[src/rtl/spi_pkg.sv]
// Shared SPI definitions used by both ends of the link: frame length,
// clock mode, the responder FSM encoding and a counter-width helper.
package spi_pkg;

    // Fixed frame length exchanged by master and slave (5 bytes).
    localparam int SPI_FRAME_BITS = 40;

    // Clock mode shared with the master: sck idles low and data is
    // sampled on the leading edge.
    localparam logic SPI_CPOL = 1'b0;
    localparam logic SPI_CPHA = 1'b0;

    // Responder FSM encoding.
    typedef enum logic {
        S_IDLE   = 1'b0,
        S_ACTIVE = 1'b1
    } spi_state_t;

    // Bit counter width. The counter must hold 0..size+1 so that an
    // over-length frame can saturate one above the legal length.
    function automatic int spi_cnt_width(input int size);
        return $clog2(size + 2);
    endfunction

endpackage

[src/rtl/spi_slave_sync.sv]
// Synchronizer for one external SPI pin into the clk domain. Produces the
// synced level plus registered 1-clk rise/fall strobes aligned with it.
// Pin-to-strobe latency is SYNC_LEN+1 clk.
module spi_slave_sync #(
    parameter int   SYNC_LEN  = 2,
    parameter logic RESET_VAL = 1'b0
) (
    input  logic clk,
    input  logic rst_n,
    input  logic din,
    output logic level,
    output logic rise,
    output logic fall
);

    logic [SYNC_LEN-1:0] sync_reg;
    logic                prev_reg;
    logic                rise_reg;
    logic                fall_reg;

    genvar gi;
    generate
        for (gi = 0; gi < SYNC_LEN; gi++) begin : g_sync
            if (gi == 0) begin : g_first
                // First stage samples the asynchronous pin.
                always_ff @(posedge clk or negedge rst_n) begin
                    if (!rst_n) sync_reg[gi] <= RESET_VAL;
                    else        sync_reg[gi] <= din;
                end
            end else begin : g_rest
                // Further stages resolve metastability.
                always_ff @(posedge clk or negedge rst_n) begin
                    if (!rst_n) sync_reg[gi] <= RESET_VAL;
                    else        sync_reg[gi] <= sync_reg[gi-1];
                end
            end
        end
    endgenerate

    // Edge detect on the last two synced samples; the delayed sample is the
    // exported level so that level and strobes refer to the same instant.
    always_ff @(posedge clk or negedge rst_n) begin
        if (!rst_n) begin
            prev_reg <= RESET_VAL;
            rise_reg <= 1'b0;
            fall_reg <= 1'b0;
        end else begin
            prev_reg <= sync_reg[SYNC_LEN-1];
            rise_reg <= sync_reg[SYNC_LEN-1] & ~prev_reg;
            fall_reg <= ~sync_reg[SYNC_LEN-1] & prev_reg;
        end
    end

    assign level = prev_reg;
    assign rise  = rise_reg;
    assign fall  = fall_reg;

endmodule

[src/rtl/spi_slave.sv]
// SPI responder (CPOL=0, CPHA=0). All pins are oversampled in clk; nothing
// is clocked by sck. Each frame shifts SIZE bits MSB first: the received
// word is published on rx_bytes, and tx_bytes (captured at cs fall) is
// returned on miso.
module spi_slave
    import spi_pkg::*;
#(
    parameter int SIZE     = SPI_FRAME_BITS,
    parameter int SYNC_LEN = 2
) (
    input  logic            clk,
    input  logic            rst_n,
    input  logic [SIZE-1:0] tx_bytes,
    output logic            tx_latched,
    output logic [SIZE-1:0] rx_bytes,
    output logic            rx_valid,
    output logic            frame_err,
    output logic            busy,
    input  logic            cs,
    input  logic            sck,
    input  logic            mosi,
    output logic            miso,
    output logic            miso_oe
);

    localparam int              CNT_W    = spi_cnt_width(SIZE);
    localparam logic [CNT_W-1:0] CNT_FULL = CNT_W'(SIZE);
    localparam logic [CNT_W-1:0] CNT_MAX  = CNT_W'(SIZE + 1);

    logic cs_s, cs_rise, cs_fall;
    logic sck_s, sck_rise, sck_fall;
    logic mosi_s, mosi_rise, mosi_fall;

    // cs idles high so the first real cs fall is not lost or faked.
    spi_slave_sync #(.SYNC_LEN(SYNC_LEN), .RESET_VAL(1'b1)) u_sync_cs (
        .clk   (clk),
        .rst_n (rst_n),
        .din   (cs),
        .level (cs_s),
        .rise  (cs_rise),
        .fall  (cs_fall)
    );

    spi_slave_sync #(.SYNC_LEN(SYNC_LEN), .RESET_VAL(SPI_CPOL)) u_sync_sck (
        .clk   (clk),
        .rst_n (rst_n),
        .din   (sck),
        .level (sck_s),
        .rise  (sck_rise),
        .fall  (sck_fall)
    );

    spi_slave_sync #(.SYNC_LEN(SYNC_LEN), .RESET_VAL(1'b0)) u_sync_mosi (
        .clk   (clk),
        .rst_n (rst_n),
        .din   (mosi),
        .level (mosi_s),
        .rise  (mosi_rise),
        .fall  (mosi_fall)
    );

    // Only the synced mosi level and the sck strobes are needed.
    logic unused_sync_bits;
    assign unused_sync_bits = mosi_rise ^ mosi_fall ^ sck_s;

    // Leading sck edge samples mosi, trailing edge advances miso.
    logic sample_edge, shift_edge;
    assign sample_edge = (SPI_CPOL ^ SPI_CPHA) ? sck_fall : sck_rise;
    assign shift_edge  = (SPI_CPOL ^ SPI_CPHA) ? sck_rise : sck_fall;

    spi_state_t       state_reg;
    logic [CNT_W-1:0] bit_cnt_reg;
    logic [SIZE-1:0]  tx_sr_reg;
    logic [SIZE-1:0]  rx_sr_reg;
    logic [SIZE-1:0]  rx_bytes_reg;
    logic             rx_valid_reg;
    logic             frame_err_reg;
    logic             tx_latched_reg;

    // Frame FSM: load tx word on cs fall, shift on sck edges, and judge
    // the frame length on cs rise. cs rise outranks same-cycle sck edges.
    always_ff @(posedge clk or negedge rst_n) begin
        if (!rst_n) begin
            state_reg      <= S_IDLE;
            bit_cnt_reg    <= '0;
            tx_sr_reg      <= '0;
            rx_sr_reg      <= '0;
            rx_bytes_reg   <= '0;
            rx_valid_reg   <= 1'b0;
            frame_err_reg  <= 1'b0;
            tx_latched_reg <= 1'b0;
        end else begin
            rx_valid_reg   <= 1'b0;
            frame_err_reg  <= 1'b0;
            tx_latched_reg <= 1'b0;
            case (state_reg)
                S_IDLE: begin
                    if (cs_fall) begin
                        tx_sr_reg      <= tx_bytes;
                        tx_latched_reg <= 1'b1;
                        bit_cnt_reg    <= '0;
                        state_reg      <= S_ACTIVE;
                    end
                end
                S_ACTIVE: begin
                    if (cs_rise) begin
                        state_reg <= S_IDLE;
                        if (bit_cnt_reg == CNT_FULL) begin
                            rx_bytes_reg <= rx_sr_reg;
                            rx_valid_reg <= 1'b1;
                        end else begin
                            frame_err_reg <= 1'b1;
                        end
                    end else if (!cs_fall) begin
                        if (sample_edge) begin
                            rx_sr_reg <= {rx_sr_reg[SIZE-2:0], mosi_s};
                            if (bit_cnt_reg != CNT_MAX)
                                bit_cnt_reg <= bit_cnt_reg + 1'b1;
                        end
                        if (shift_edge) begin
                            tx_sr_reg <= {tx_sr_reg[SIZE-2:0], 1'b0};
                        end
                    end
                end
                default: state_reg <= S_IDLE;
            endcase
        end
    end

    assign tx_latched = tx_latched_reg;
    assign rx_bytes   = rx_bytes_reg;
    assign rx_valid   = rx_valid_reg;
    assign frame_err  = frame_err_reg;
    assign busy       = (state_reg == S_ACTIVE);
    assign miso       = (state_reg == S_ACTIVE) ? tx_sr_reg[SIZE-1] : 1'b0;
    assign miso_oe    = ~cs_s;

endmodule

[config.mk]
export PLATFORM = sky130hd
export DESIGN_NAME = spi_slave
export DESIGN_NICKNAME = d
export VERILOG_FILES = /design/src/rtl/spi_pkg.sv /design/src/rtl/spi_slave_sync.sv /design/src/rtl/spi_slave.sv
export SDC_FILE = /design/constraint.sdc
export NUM_CORES = 1
export LEC_CHECK = 0
export CORE_MARGIN = 2
export CORE_UTILIZATION = 25
export DETAILED_ROUTE_END_ITERATION = 8
export PLACE_DENSITY_LB_ADDON = 0.15
export SYNTH_ARGS = -nofsm -noshare
export SYNTH_HDL_FRONTEND = slang
export SYNTH_HIERARCHICAL = 1
export SYNTH_SLANG_ARGS = --single-unit
export TNS_END_PERCENT = 5
[constraint.sdc]
create_clock -name clk -period 4.2 [get_ports clk]
set_clock_uncertainty 0.15 [all_clocks]
set_input_delay 0.84 -clock clk [delete_from_list [all_inputs] [get_ports clk]]
set_output_delay 0.84 -clock clk [all_outputs]
set_load 0.05 [all_outputs]
==> run_results.csv <==
group,metric,value,unit
synth,synth.cell_area,5840,sq um
worst_setup_path,r2r_start,"busy$_DFF_PN0_",
grt,grt_start_max_net_pins,101,
cts,cts_repair_resize_count,0,
worst_setup_path,crit_path_cell_trace,"and2_1 -> clkdlybuf4s50_1",
final_layout,fin_cells,785,
worst_setup_path,crit_buf_inv,1,
cts,cts_made_buffers,17,
worst_setup_path,critical_path.slowest_cell,"sky130_fd_sc_hd__clkdlybuf4s50_1",
final_layout,drive_gt1_frac,0.428,
worst_setup_path,r2r_slack,1.42,ns
placed_design,dp_slack,1.38,ns
die,core_area,22800,sq um
min_path,hold_path.class,"reg -> reg",
final_layout,layout.cells.most_common_list,"154 x sky130_fd_sc_hd__mux2_2, 139 x sky130_fd_sc_hd__dfrtp_1, 89 x sky130_fd_sc_hd__clkdlybuf4s50_1, 17 x sky130_fd_sc_hd__clkbuf_16, 6 x sky130_fd_sc_hd__inv_1",
sta,final_hold_viol_count,0,
synth,postSynthCellCount,363,
grt,first_global_vias,3463,
sta,pin_slew_with_the_least_headroom_to_its_limit,0.934,ns
run_status,outcome,"finished, final reports clean",
die,core.rowCount,55,
placed_design,port-buffer-count,90,
synth,ys.warnings.count,6,
sta,achievable-frequency,315,MHz
die,die_area,24600,sq um
cts,cts.sinks,143,
cts,cts_max_level,4,
sta,rsz0062_at_grt,"no",
worst_setup_path,worstSetupEndpointType,"primary output",
final_layout,finish.utilization,0.337,
cts,post_cts_buffers,0,
sta,layout_min_cycle_time,3.17,ns
cts,clk-insertion-delay-late,0.42,ns
worst_setup_path,timing.critical_path.max_delay_family,"buffers and inverters",
cts,number_of_buffers_on_the_longest_clock_path,2,
sta,setup_ws,1.03,ns
route,via_per_inst,4.07,
final_layout,antennaDiodeCount,0,
sta,drv_slew,0,
final_layout,synthToLayoutAreaGrowth,31.3,%
route,detailedRoute.firstPassIterationCount,5,
die,top_level_ports,91,
cts,cts.reportedPaths.clkPinSlew,0.06,ns
cts,cts_hold_repair.buffers,0,
route,route.final.wire_length,11000,um
route,route.detailed.wl_per_inst,14.1,um
die,floorplan.initialDensity,0.256,
worst_setup_path,start_kind,"register",
route,iteration_0_drc_count_of_the_detailed_router,125,
grt,total_global_routing_track_utilization,0.0966,
cts,clock-root-buffer,"sky130_fd_sc_hd__clkbuf_16",
worst_setup_path,worstPathArrival,2.18,ns
worst_setup_path,setup.worst_path.class,"reg -> out",
route,vias,3194,
die,chipHeight,157,um
placed_design,detailed_place_hpwl,6800,um
synth,syn-num-nets,411,
job,number_of_max_capacitance_violations_reported,0,
worst_setup_path,worst_path_largest_cell_delay,0.80,ns
worst_setup_path,crit_fanout,26,
power,power_density,515,nW/um^2
min_path,hold_path.startpoint,"u_sync_sck/sync_reg[0]$_DFF_PN0_",
synth,post_synth.cell_area_avg,16.1,sq um
power,totalPowerFinal,3.95,mW
grt,grt_antenna_before_repair,0,
sta,timing.setup.tns,0,ns
route,postRouteAntennaNets,0,
grt,grt_first_pass_wirelength,18300,um
sta,final_min_period_over_clock_period,0.755,
worst_setup_path,critPathRequiredTime,3.21,ns
die,die_w,157,um
worst_setup_path,ff2ff_path_depth,5,
power,ir_drop,0.238,mV
final_layout,final_nets,507,
route,drc_errors,0,
placed_design,numPlacedInstances,753,
power,cellLeakagePower,3.45,nW
min_path,hold_depth,0,
placed_design,gp_congestion,0.646,
final_layout,final_common_cell,"sky130_fd_sc_hd__mux2_2",
worst_setup_path,r2r_end,"tx_sr_reg[15]$_DFFE_PN0P_",
sta,setup_viol_count_final,0,
cts,cts_tree,"built",
sta,max_slew_margin,0.377,
grt,globalRoute.totalOverflow,0,
min_path,hold_ep,"u_sync_sck/sync_reg[1]$_DFF_PN0_",
## layer usage
metal / up-vias / track usage / part of all wire
met5: - / 0 / 0
met2: 84 / 0.141 / 0.42
met1: 1616 / 0.127 / 0.50
met3: 15 / 0.0382 / 0.063
li1: 1479 / - / -
met4: 0 / 0.0406 / 0.016
## cell type report
| class | instances | area (sq um) |
|---|---|---|
| fill | 2215 | 15100 |
| multi-input combinational | 196 | 2120 |
| clock buffer | 23 | 478 |
| sequential | 143 | 3580 |
| timing repair buffer | 95 | 940 |
| clock inverter | 9 | 133 |
| tap | 313 | 392 |
| inverter | 6 | 22.5 |
## worst max path at each step
stage / from / endpoint / slack [ns] / cells after the start
2_1_floorplan: busy$_DFF_PN0_ / miso / 1.53 / 3
3_3_place_gp: busy$_DFF_PN0_ / miso / 1.47 / 2
3_5_place_dp: busy$_DFF_PN0_ / tx_sr_reg[21]$_DFFE_PN0P_ / 1.38 / 5
4_1_cts: busy$_DFF_PN0_ / miso / 1.00 / 2
5_1_grt: busy$_DFF_PN0_ / miso / 0.89 / 2
6_report: busy$_DFF_PN0_ / miso / 1.03 / 2
## metrics by stage
stage | area [sq um] | hold WS, ns
2_1_floorplan | 5840 | 0.181
3_3_place_gp | 7060 | 0.186
3_5_place_dp | 7060 | 0.186
4_1_cts | 7670 | 0.199
5_1_grt | 7670 | 0.211
6_report | 7670 | 0.198
## power by group
group	total [mW]	switching, mW	internal, mW
Combinational	0.624	0.223	0.401
Sequential	1.76	0.140	1.62
Clock	1.56	0.579	0.982
Total	3.95	0.942	3.01
(Power assumes the default switching activity.)
